===== config.mk =====
export PLATFORM = sky130hd
export DESIGN_NAME = multicycle_ctrl
export DESIGN_NICKNAME = d
export VERILOG_FILES = /design/src/rtl/multicycle_ctrl.sv
export SDC_FILE = /design/constraint.sdc
export NUM_CORES = 1
export LEC_CHECK = 0
export BUFFER_PORTS_ARGS = -buffer_cell sky130_fd_sc_hd__buf_2
export CORE_MARGIN = 4
export CORE_UTILIZATION = 36
export CTS_CLUSTER_DIAMETER = 120
export DETAILED_ROUTE_END_ITERATION = 10
export PLACE_DENSITY = 0.86
export SLEW_MARGIN = 25
export SYNTH_ARGS = -nofsm -noshare
export SYNTH_HDL_FRONTEND = slang
export SYNTH_SLANG_ARGS = --single-unit

===== constraint.sdc =====
create_clock -name clk -period 1.7 [get_ports clk]
set_input_delay 0.255 -clock clk [delete_from_list [all_inputs] [get_ports clk]]
set_output_delay 0.255 -clock clk [all_outputs]
set_load 0.02 [all_outputs]

===== src/rtl/multicycle_ctrl.sv =====
// multicycle_ctrl: multi-cycle control FSM for the RV32I lab CPU.
// Sequences FETCH / DECODE / EXEC / MEM / WB over a shared ALU and one
// memory port. All datapath controls are combinational from state and IR.
// Build option: define ILLEGAL_HALT_EN to halt (sticky illegal flag) on an
// unsupported opcode; otherwise it is executed as a NOP with a one-cycle
// illegal pulse.
module multicycle_ctrl #(
   parameter logic [2:0] RESET_STATE = 3'd0
) (
   input  logic        clk,
   input  logic        rst,
   input  logic [31:0] inst,
   input  logic        mem_ready,
   input  logic        br_taken,
   output logic [2:0]  state,
   output logic        ir_we,
   output logic        pc_we,
   output logic [1:0]  pc_sel,
   output logic        mem_re,
   output logic        mem_we,
   output logic [2:0]  imm_type,
   output logic        alu_a_sel,
   output logic        alu_b_sel,
   output logic [3:0]  alu_op,
   output logic        rf_we,
   output logic [1:0]  wb_sel,
   output logic        illegal
);

   typedef enum logic [2:0] {
      FETCH  = 3'd0,
      DECODE = 3'd1,
      EXEC   = 3'd2,
      MEM    = 3'd3,
      WB     = 3'd4,
      HALT   = 3'd5
   } state_t;

   typedef enum logic [3:0] {
      C_LUI, C_AUIPC, C_JAL, C_JALR, C_BRANCH,
      C_LOAD, C_STORE, C_OPIMM, C_OP, C_ILLEGAL
   } cls_t;

   localparam logic [3:0] OP_ADD   = 4'd0;
   localparam logic [3:0] OP_SUB   = 4'd1;
   localparam logic [3:0] OP_AND   = 4'd2;
   localparam logic [3:0] OP_OR    = 4'd3;
   localparam logic [3:0] OP_XOR   = 4'd4;
   localparam logic [3:0] OP_SLL   = 4'd5;
   localparam logic [3:0] OP_SRL   = 4'd6;
   localparam logic [3:0] OP_SRA   = 4'd7;
   localparam logic [3:0] OP_SLT   = 4'd8;
   localparam logic [3:0] OP_SLTU  = 4'd9;
   localparam logic [3:0] OP_PASSB = 4'd10;

   state_t     state_q, state_d;
   cls_t       cls;
   logic [3:0] arith_op;

   // raw strobes before reset gating
   logic ir_we_c, pc_we_c, mem_re_c, mem_we_c, rf_we_c;

   // only opcode, funct3 and funct7[5] steer control
   logic unused_inst_bits;
   assign unused_inst_bits = ^{inst[31], inst[29:15], inst[11:7]};

   // opcode classification
   always_comb begin
      cls = C_ILLEGAL;
      case (inst[6:0])
         7'b0110111: cls = C_LUI;
         7'b0010111: cls = C_AUIPC;
         7'b1101111: cls = C_JAL;
         7'b1100111: cls = C_JALR;
         7'b1100011: cls = C_BRANCH;
         7'b0000011: cls = C_LOAD;
         7'b0100011: cls = C_STORE;
         7'b0010011: cls = C_OPIMM;
         7'b0110011: cls = C_OP;
         default:    cls = C_ILLEGAL;
      endcase
   end

   // funct3 / funct7[5] to ALU op for OP and OPIMM (OPIMM never subtracts)
   always_comb begin
      arith_op = OP_ADD;
      case (inst[14:12])
         3'd0: arith_op = (inst[30] && cls == C_OP) ? OP_SUB : OP_ADD;
         3'd1: arith_op = OP_SLL;
         3'd2: arith_op = OP_SLT;
         3'd3: arith_op = OP_SLTU;
         3'd4: arith_op = OP_XOR;
         3'd5: arith_op = inst[30] ? OP_SRA : OP_SRL;
         3'd6: arith_op = OP_OR;
         3'd7: arith_op = OP_AND;
         default: arith_op = OP_ADD;
      endcase
   end

   // state register
   always_ff @(posedge clk) begin
      if (rst) state_q <= state_t'(RESET_STATE);
      else     state_q <= state_d;
   end

   // next-state and control outputs
   always_comb begin
      state_d   = state_q;
      ir_we_c   = 1'b0;
      pc_we_c   = 1'b0;
      mem_re_c  = 1'b0;
      mem_we_c  = 1'b0;
      rf_we_c   = 1'b0;
      pc_sel    = 2'd0;
      imm_type  = 3'd0;
      alu_a_sel = 1'b0;
      alu_b_sel = 1'b0;
      alu_op    = OP_ADD;
      wb_sel    = 2'd0;

      if (state_q == DECODE || state_q == EXEC || state_q == MEM || state_q == WB) begin
         case (cls)
            C_OPIMM, C_LOAD, C_JALR: imm_type = 3'd1;
            C_STORE:                 imm_type = 3'd2;
            C_BRANCH:                imm_type = 3'd3;
            C_LUI, C_AUIPC:          imm_type = 3'd4;
            C_JAL:                   imm_type = 3'd5;
            default:                 imm_type = 3'd0;
         endcase
      end

      // ALU selects stay as in EXEC through MEM and WB
      if (state_q == EXEC || state_q == MEM || state_q == WB) begin
         case (cls)
            C_OP:    alu_op = arith_op;
            C_OPIMM: begin alu_b_sel = 1'b1; alu_op = arith_op; end
            C_LUI:   begin alu_b_sel = 1'b1; alu_op = OP_PASSB; end
            C_AUIPC, C_JAL, C_BRANCH: begin alu_a_sel = 1'b1; alu_b_sel = 1'b1; end
            C_JALR, C_LOAD, C_STORE:  alu_b_sel = 1'b1;
            default: ;
         endcase
      end

      case (state_q)
         FETCH: begin
            mem_re_c = 1'b1;
            if (mem_ready) begin
               ir_we_c = 1'b1;
               pc_we_c = 1'b1;
               state_d = DECODE;
            end
         end
         DECODE: begin
            if (cls == C_ILLEGAL) begin
`ifdef ILLEGAL_HALT_EN
               state_d = HALT;
`else
               state_d = FETCH;
`endif
            end else begin
               state_d = EXEC;
            end
         end
         EXEC: begin
            case (cls)
               C_JAL:    begin pc_we_c = 1'b1; pc_sel = 2'd1; state_d = WB; end
               C_JALR:   begin pc_we_c = 1'b1; pc_sel = 2'd2; state_d = WB; end
               C_BRANCH: begin pc_we_c = br_taken; pc_sel = 2'd1; state_d = FETCH; end
               C_LOAD, C_STORE: state_d = MEM;
               default:  state_d = WB;
            endcase
         end
         MEM: begin
            if (cls == C_STORE) mem_we_c = 1'b1;
            else                mem_re_c = 1'b1;
            if (mem_ready) state_d = (cls == C_STORE) ? FETCH : WB;
         end
         WB: begin
            rf_we_c = 1'b1;
            case (cls)
               C_LOAD:        wb_sel = 2'd1;
               C_JAL, C_JALR: wb_sel = 2'd2;
               default:       wb_sel = 2'd0;
            endcase
            state_d = FETCH;
         end
         HALT:    state_d = HALT;
         default: state_d = FETCH;
      endcase
   end

   // reset suppresses every strobe immediately, abandoning any access
   assign ir_we  = ir_we_c  & ~rst;
   assign pc_we  = pc_we_c  & ~rst;
   assign mem_re = mem_re_c & ~rst;
   assign mem_we = mem_we_c & ~rst;
   assign rf_we  = rf_we_c  & ~rst;
   assign state  = state_q;

`ifdef ILLEGAL_HALT_EN
   logic illegal_q, illegal_d;

   // sticky illegal flag, cleared only by reset
   always_ff @(posedge clk) begin
      if (rst) illegal_q <= 1'b0;
      else     illegal_q <= illegal_d;
   end

   assign illegal_d = illegal_q | (state_q == DECODE && cls == C_ILLEGAL);
   assign illegal   = illegal_q;
`else
   assign illegal = (state_q == DECODE) && (cls == C_ILLEGAL) && !rst;
`endif

endmodule


# Word level (Yosys, flattened, before mapping)
# Memories as Yosys holds them, arrays and structs flattened.
# Cells that the tools add are included.
word_totals:
  reg_bits: 3
  romBits: 24
  inputBits: 36
  elab_cells: 90
  mem_count: 1
mem_list:
  columns: ["memory", "words", "width", "read_ports", "rd_clocked_by_memory_dff", "wr", "line", "rtl"]
  rows:
  - ["(name not given)", 8, 3, 1, 0, 0, "122", "case (cls)"]
classes:
  eq_ne: 32
  mux: 31
  bitwise: 6
  n_reduce_logical: 19
ops:
  columns: ["operator", "count"]
  rows:
  - ["$pmux 4 s9", 1]
  - ["$pmux 4 s8", 1]
  - ["$eq 7x6->1 const B", 3]
  - ["$eq 7x7->1 const B", 3]
  - ["$eq 3x3->1 const B", 6]
  - ["$eq 4x3->1 const B", 4]
  - ["$mux 3", 5]
  - ["$pmux 3 s5", 1]
  - ["$eq 7x5->1 const B", 2]
  - ["$eq 3x2->1 const B", 4]
  - ["$mux 1", 12]
  - ["$eq 4x2->1 const B", 2]
  - ["$eq 4x4->1 const B", 2]
  - ["$pmux 2 s2", 2]
  - ["$pmux 4 s2", 1]
  - ["$reduce_or 2->1", 4]
  - ["$reduce_or 8->1", 1]
  - ["$eq 7x2->1 const B", 1]
  - ["$eq 3x1->1 const B", 2]
  - ["$logic_not 3->1", 2]
  - ["$mux 2", 3]
  - ["$pmux 1 s2", 3]
  - ["$pmux 3 s2", 1]
  - ["$and 1x1->1", 5]
  - ["10 further kinds", 17]

# Logic depth before layout (Yosys ltp)
# Gate-level depths: netlist of run 1.
logic_depth:
  word_depth: 8
  ltp_mapped: 5
  mapped_depth_nobuf: 4

# Worst setup path before layout of run 1
# No wires, ideal clock.
synth_timing:
  path_type: "register to output"
  from: "register state_q[2] (netlist: state[2])"
  to: "output pc_we"
  t_arrival_ns: 1.747
  required_time_ns: 1.445
  path_slack_ns: -0.302
  stages_incl_launch_ff: 5
  n_path_buf: 1
  cell_sequence: "dfxtp_1 > clkbuf_1 > nand2b_1 > nor4_1 > o21bai_1"
synth_via:
  elab_chain_cells: 3
  word_cells_on_any_way: 4
  classes_between: "eq/ne: 1; mux: 1; bitwise: 1; reduce/logical: 1"
synth_rtl:
  columns: ["element", "line", "rtl"]
  rows:
  - ["start: declaration", "56", "state_t state_q, state_d;"]
  - ["start signal: assignment", "102", "if (rst) state_q <= state_t'(RESET_STATE);"]
  - ["start signal: assignment", "103", "else state_q <= state_d;"]
  - ["$eq 3x2->1 / $logic_not 3->1 (equally long branches)", "144", "case (state_q)"]
  - ["$pmux 1 s2 *", "144", null]
  - ["$and 1x1->1 *", "194", "assign pc_we = pc_we_c & ~rst;"]
  - ["end: declaration", "17", "output logic pc_we,"]
# Mark *: on every way between the ends. The rest lies on a longest branch, timed or not.

# Worst setup path in the final report of run 1
layout_timing:
  from: "input inst[2]"
  to: "output alu_b_sel"
layout_via:
  elab_chain_cells: 6
  word_cells_on_any_way: 21
  classes_between: "eq/ne: 16; mux: 3; reduce/logical: 2"
layout_rtl:
  columns: ["element", "line", "rtl"]
  rows:
  - ["start: declaration", "12", "input logic [31:0] inst,"]
  - ["$eq 7x6->1, or another cell as far along", "70", "case (inst[6:0])"]
  - ["$pmux 4 s9 *", "70", null]
  - ["$eq 4x3->1, or another cell as far along", "134", "case (cls)"]
  - ["$reduce_or 8->1 (no source line) *", null, null]
  - ["$mux 1 *", "134", null]
  - ["$mux 1 *", "133", "if (state_q == EXEC || state_q == MEM || state_q == WB) begin"]
  - ["end: declaration", "23", "output logic alu_b_sel,"]
# Marks and branches as above.

==> flow_summary.ini, run 1 <==
[clock_network]
cts_buffer_depth = 2
htreeDepth = 1
cts.clk_slew.worst_paths_ps = 50
clockRootBuffer = clkbuf_4
cts.sinks = 3
cts_tree = yes
cts_made_buffers = 3
clk_latency_ps = 250
hold_buffers = 0

[final_layout]
largest_register_ffs = 3
syn_to_final_growth_pct = 90.9
drive_gt1_share_pct = 58.6
stdcell_count = 161
fin_nets = 182
stdcell_area_mm2 = 0.00115
final.fill_count = 121
n_antenna_cell = 0

[placement]
io_buffers = 36
dpl.cell_count = 153
dpl.hpwl_mm = 1.78
place_ws_ps = -93.7
gp_congestion = 0.802
place_area_um2 = 931

[worst_setup_path]
worst_setup_path_start_kind = primary input
cp.arrival_ps = 1560
worst_ep_required_time_ps = 1440
endpoint_kind = output pin
r2r_cells = 4
crit_path_max_fanout = 4
crit_type = in2out

[sta]
fin_worst_skew_ps = 2.87
fin_crit_sh_pct = 107
finalHoldViolations = 0
max_freq_ghz = 0.550
fin_ws_ps = -118
relSlewSlack_pct = 69.6
finalSetupViolCount = 13
tightest_slew_ps = 445
finalCriticalPeriod_ps = 1820
rsz0062_at_grt = true
maxSlewViolCount = 0

[hold_path]
holdPathStages = 2
hp-class = in2reg

[power]
p_leak_uw = 0.000497
finalPower_uw = 381
pwr-share-clk_pct = 37.4
ir_worst_vdd_uv = 235
p_switching_uw = 149
combPwrFrac_pct = 43.1
swShare_pct = 39.0
intPower_uw = 232
p_per_area_mw_per_mm2 = 332
seqPwrFrac_pct = 19.5

[floorplan]
start_util_pct = 39.0
core_area_mm2 = 0.00154
die_w_um = 48.9
dieArea_mm2 = 0.00239
fp.dieH_um = 48.9
io_pins = 58
rows = 14

[routing]
vias = 953
wl_per_cell_um = 16.6
drc = 0
drt_iter0_markers = 29
drtPass1Iterations = 5
drt_wl_total_mm = 2.67
vias_per_cell = 5.92
antenna_left = 0

[global_routing]
grt_pass1_vias = 889
grt_pass1_wl_mm = 3.95
grt_max_degree = 16
groute.usage.overall_pct = 20.4
overflow = 0
antenna_found_initial = 0

[synth]
netlist_area_um2 = 602
synth_area_per_cell_um2 = 6.61
synth_top_cell_by_area = dfxtp_1
synth-seq-cells = 3
synth.most_common_cell = nor2_1
synthTopCellsByArea = dfxtp_1 (10%), nor2b_1 (6.2%), nor3_1 (5.8%), nand2b_1 (5.2%), o21ai_0 (5.0%)
synth_cell_types = 37
yosys_warnings = 0
synth_edf_count = 0
syn_inst = 91
ys_top_cells_by_count = nor2_1 (8), nand2_1 (7), nor3_1 (7)
ys_async_sr_fraction_pct = 0
syn_nets = 127
yosysTopAreaCellShare_pct = 9.98
yosysSeqAreaShare_pct = 9.98
ys.flop_type = dfxtp_1

[outcome]
violations = negative setup slack
status = complete, but fails checks

[flow_run]
cap_violations = 0
==> per-layer routing <==
layer	GRT usage [%]	vias to the layer above	share of wire [%]
met5	0	-	0
met4	13.9	0	3.4
met3	4.28	10	8.7
met2	34.3	59	50
met1	22.4	435	38
li1	-	449	-
==> path summary, 6_finish.rpt <==
| check | from | endpoint | slack [ps] |
|---|---|---|---|
| setup reg to reg | state[0]$_SDFFE_PP0P_ | state[2]$_SDFFE_PP0P_ | 380 |
| hold reg to reg | state[1]$_SDFFE_PP0P_ | state[0]$_SDFFE_PP0P_ | 640 |
| hold / removal | rst | state[0]$_SDFFE_PP0P_ | 330 |
| setup / recovery | inst[2] | alu_b_sel | -120 |
==> worst max-delay path, stage by stage <==
cell and delay [ps]:
buf_2 120, buf_4 150, buf_4 130, a21oi_1 220, o221ai_1 260, a211oi_2 250, buf_4 170
==> power by group through the flow <==
stage / Clock (uW) / Sequential [uW] / Combinational [uW]
2_1_floorplan: 0 / 78.6 / 70.8
3_3_place_gp: 0 / 74.6 / 131
3_5_place_dp: 0 / 74.8 / 136
4_1_cts: 142 / 74.2 / 152
5_1_grt: 146 / 74.4 / 176
6_report: 142 / 74.2 / 164
==> through the flow <==
step | setup TNS [ps] | hold WS (ps) | utilization (%)
detailed placement | -224 | 566 | 60.4
global route | -1430 | 359 | 74.5
finish | -634 | 331 | 74.5
global placement | -124 | 544 | 60.4
floorplan | -178 | 489 | -
CTS | -418 | 325 | 69.2
==> area by class of cell <==
type / count / area (um^2) / share of cell area [%]
Sequential cell: 3 / 63.8 / 5.56
Inverter: 3 / 11.3 / 0.980
Timing Repair Buffer: 56 / 399 / 34.7
Clock buffer: 4 / 26.3 / 2.29
Tap cell: 16 / 20.0 / 1.74
Multi-Input combinational cell: 79 / 628 / 54.7
==> kinds of logic after synthesis <==
group	synth area share (%)
and+or+nand+nor	53.6
AOI/OAI and AO/OA	26.4
buffers and inverters	7.07
DFF	9.98
xor gates and xnor gates	2.91
==> placed cells by master, fill, tap and decap left out, types with 2 or more instances in the layout <==
cell,count
inv_1,3
buf_6,3
nor2_2,3
o21ai_0,4
o21bai_1,3
nor3_1,3
a21oi_2,2
nand2b_1,3
nor3_2,3
a21oi_1,3
xor2_1,2
buf_4,30
nand2b_4,3
buf_2,21
nor4_2,2
dfxtp_2,3
and3b_1,2
clkbuf_4,3
nor4_4,2
o21ai_1,2
nor2b_1,6
nand3_1,2
or3_1,2
o221ai_1,2
nor2_1,5
nand2_1,7
==> what timing repair did <==
action                                  in CTS  in global routing
cloned                                       0                  0
buffers inserted                             1                  3
endpoints found under the setup margin      13                 15
gates resized for setup                     27                 13
pin swaps                                    7                  4
hold endpoints to repair                     0                  0
Note: power is estimated with default switching activity, not from simulation.
==> inputs of run 2 (changes only) <==
- CELL_PAD_IN_SITES_DETAIL_PLACEMENT: default -> 1
- CELL_PAD_IN_SITES_GLOBAL_PLACEMENT: default -> 2
- CORE_UTILIZATION: 36 -> 16
- PLACE_DENSITY: 0.86 -> 0.85
==> run 2 against run 1 <==
Design area is 11% higher. Sequential cell count stayed put. Fmax is 1.5% higher. Combinational power is 8% higher. Non-clock buffer count is 5 higher. Sequential share of layout area is 0.53 points lower. The flow still finishes with violations (negative setup slack).
==> flow_summary.ini, run 2 (synthesis gave the netlist of run 1 again) <==
[power]
p_leak_uw = 0.000524
p_per_area_mw_per_mm2 = 357
finalPower_uw = 454
ir_worst_vdd_uv = 552

[worst_setup_path]
crit_type = reg2out
r2r_slack_ps = 370
cp.arrival_ps = 1540
endpoint_kind = output pin
crit_path_max_fanout = 6
worst_setup_path_start_kind = flip-flop
timing.rr.start = state[2]$_SDFFE_PP0P_
r2r_cells = 5
r2r-end = state[2]$_SDFFE_PP0P_
worst_ep_required_time_ps = 1440

[floorplan]
io_pins = 58
dieArea_mm2 = 0.00481
start_util_pct = 16.4
rows = 22
fp.dieH_um = 69.3
die_w_um = 69.3
core_area_mm2 = 0.00366

[global_routing]
grt_max_degree = 16
grt_pass1_vias = 1000
groute.usage.overall_pct = 11.4
grt_pass1_wl_mm = 4.57
overflow = 0
antenna_found_initial = 0

[clock_network]
htreeDepth = 1
cts.clk_slew.worst_paths_ps = 30
clockRootBuffer = clkbuf_8
cts.sinks = 3
cts_buffer_depth = 2
cts_made_buffers = 3
clk_latency_ps = 210
cts_tree = yes

[final_layout]
n_antenna_cell = 0
final.fill_count = 450
drive_gt1_share_pct = 64.0
final_common_cell = buf_4
layout_common_cells = buf_4 (31), buf_2 (24), nand2_1 (7)
stdcell_area_mm2 = 0.00127
syn_to_final_growth_pct = 111
largest_register_ffs = 3
fin_nets = 187

[routing]
vias_per_cell = 4.79
drt_wl_total_mm = 2.90
wl_per_cell_um = 14.6
vias = 949
drt_iter0_markers = 22
drc = 0
antenna_left = 0
drtPass1Iterations = 4

[flow_run]
cap_violations = 0

[sta]
tightest_slew_ps = 409
finalSetupViolCount = 3
max_freq_ghz = 0.558
relSlewSlack_pct = 72.7
finalCriticalPeriod_ps = 1790
fin_ws_ps = -91.2
maxSlewViolCount = 0
rsz0062_at_grt = true
finalHoldViolations = 0
fin_crit_sh_pct = 105
tns_ps = -134
fin_worst_skew_ps = 0.657

[placement]
place_area_mm2 = 0.00101
dpl.hpwl_mm = 2.25
io_buffers = 36
gp_congestion = 0.860

[outcome]
status = complete, but fails checks
violations = negative setup slack

[hold_path]
worstHoldStart = rst
whs_endpoint = state[2]$_SDFFE_PP0P_
holdPathStages = 2
hp-class = in2reg
## run 2: changes by cell type in the layout (fill, tap and decap cells not counted), sizes merged
cell	before	now
buf	56	61
## run 2: critical path, cell delays in order, from the launching register on
cell and delay, ps:
dfxtp_2 310, or3b_4 390, and2_4 200, nor4b_4 250, buf_4 180
## run 2: timing repair
item,in CTS,in global routing
resized for setup,21,25
pin swaps,6,5
hold endpoints to repair,0,0
hold buffers,0,0
cloned,0,0
setup buffers,1,3
endpoints found under the setup margin,13,17
## run 2: worst max-delay path by stage
stage                     startpoint         to  slack, ps  cells after the start
2_1_floorplan  state[1]$_SDFFE_PP0P_  alu_a_sel        -90                      3
3_3_place_gp                 inst[6]  pc_sel[1]       -100                      6
3_5_place_dp                 inst[6]  pc_sel[1]       -150                      6
4_1_cts        state[0]$_SDFFE_PP0P_  alu_op[2]       -100                      4
5_1_grt        state[2]$_SDFFE_PP0P_  alu_op[2]       -120                      4
6_report       state[0]$_SDFFE_PP0P_  alu_op[2]        -90                      4
## run 2: cell type report
type / instances / area (um^2) / area share, %
clock buffers: 4 / 45.0 / 3.55
inverters: 3 / 11.3 / 0.887
flip-flops and latches: 3 / 63.8 / 5.02
well taps: 48 / 60.1 / 4.73
multi-input cells: 79 / 669 / 52.7
repair buffers: 61 / 420 / 33.1
## run 2: report_power, final
group	total [uW]	leakage, uW	switching [uW]	internal, uW
clock	203	0.0000228	43.2	160
combinational	177	0.000476	100	77.0
sequential	74.0	0.0000257	0.946	73.1
total	454	0.000524	144	310
## run 2: per-stage QoR
step	instances	utilization (%)	hold WS [ps]	setup slack, ps
6_report	198	34.7	359	-91.2
5_1_grt	198	34.7	411	-123
4_1_cts	195	31.3	348	-101
3_5_place_dp	190	27.5	564	-147
3_3_place_gp	190	27.5	553	-104
2_1_floorplan	91	-	489	-90.6
## run 2: metal layers
layer	wire [um]	GRT usage (%)
met1	1220	12.1
met2	1500	21.9
met3	140	2.75
met4	44	3.04
met5	0	0
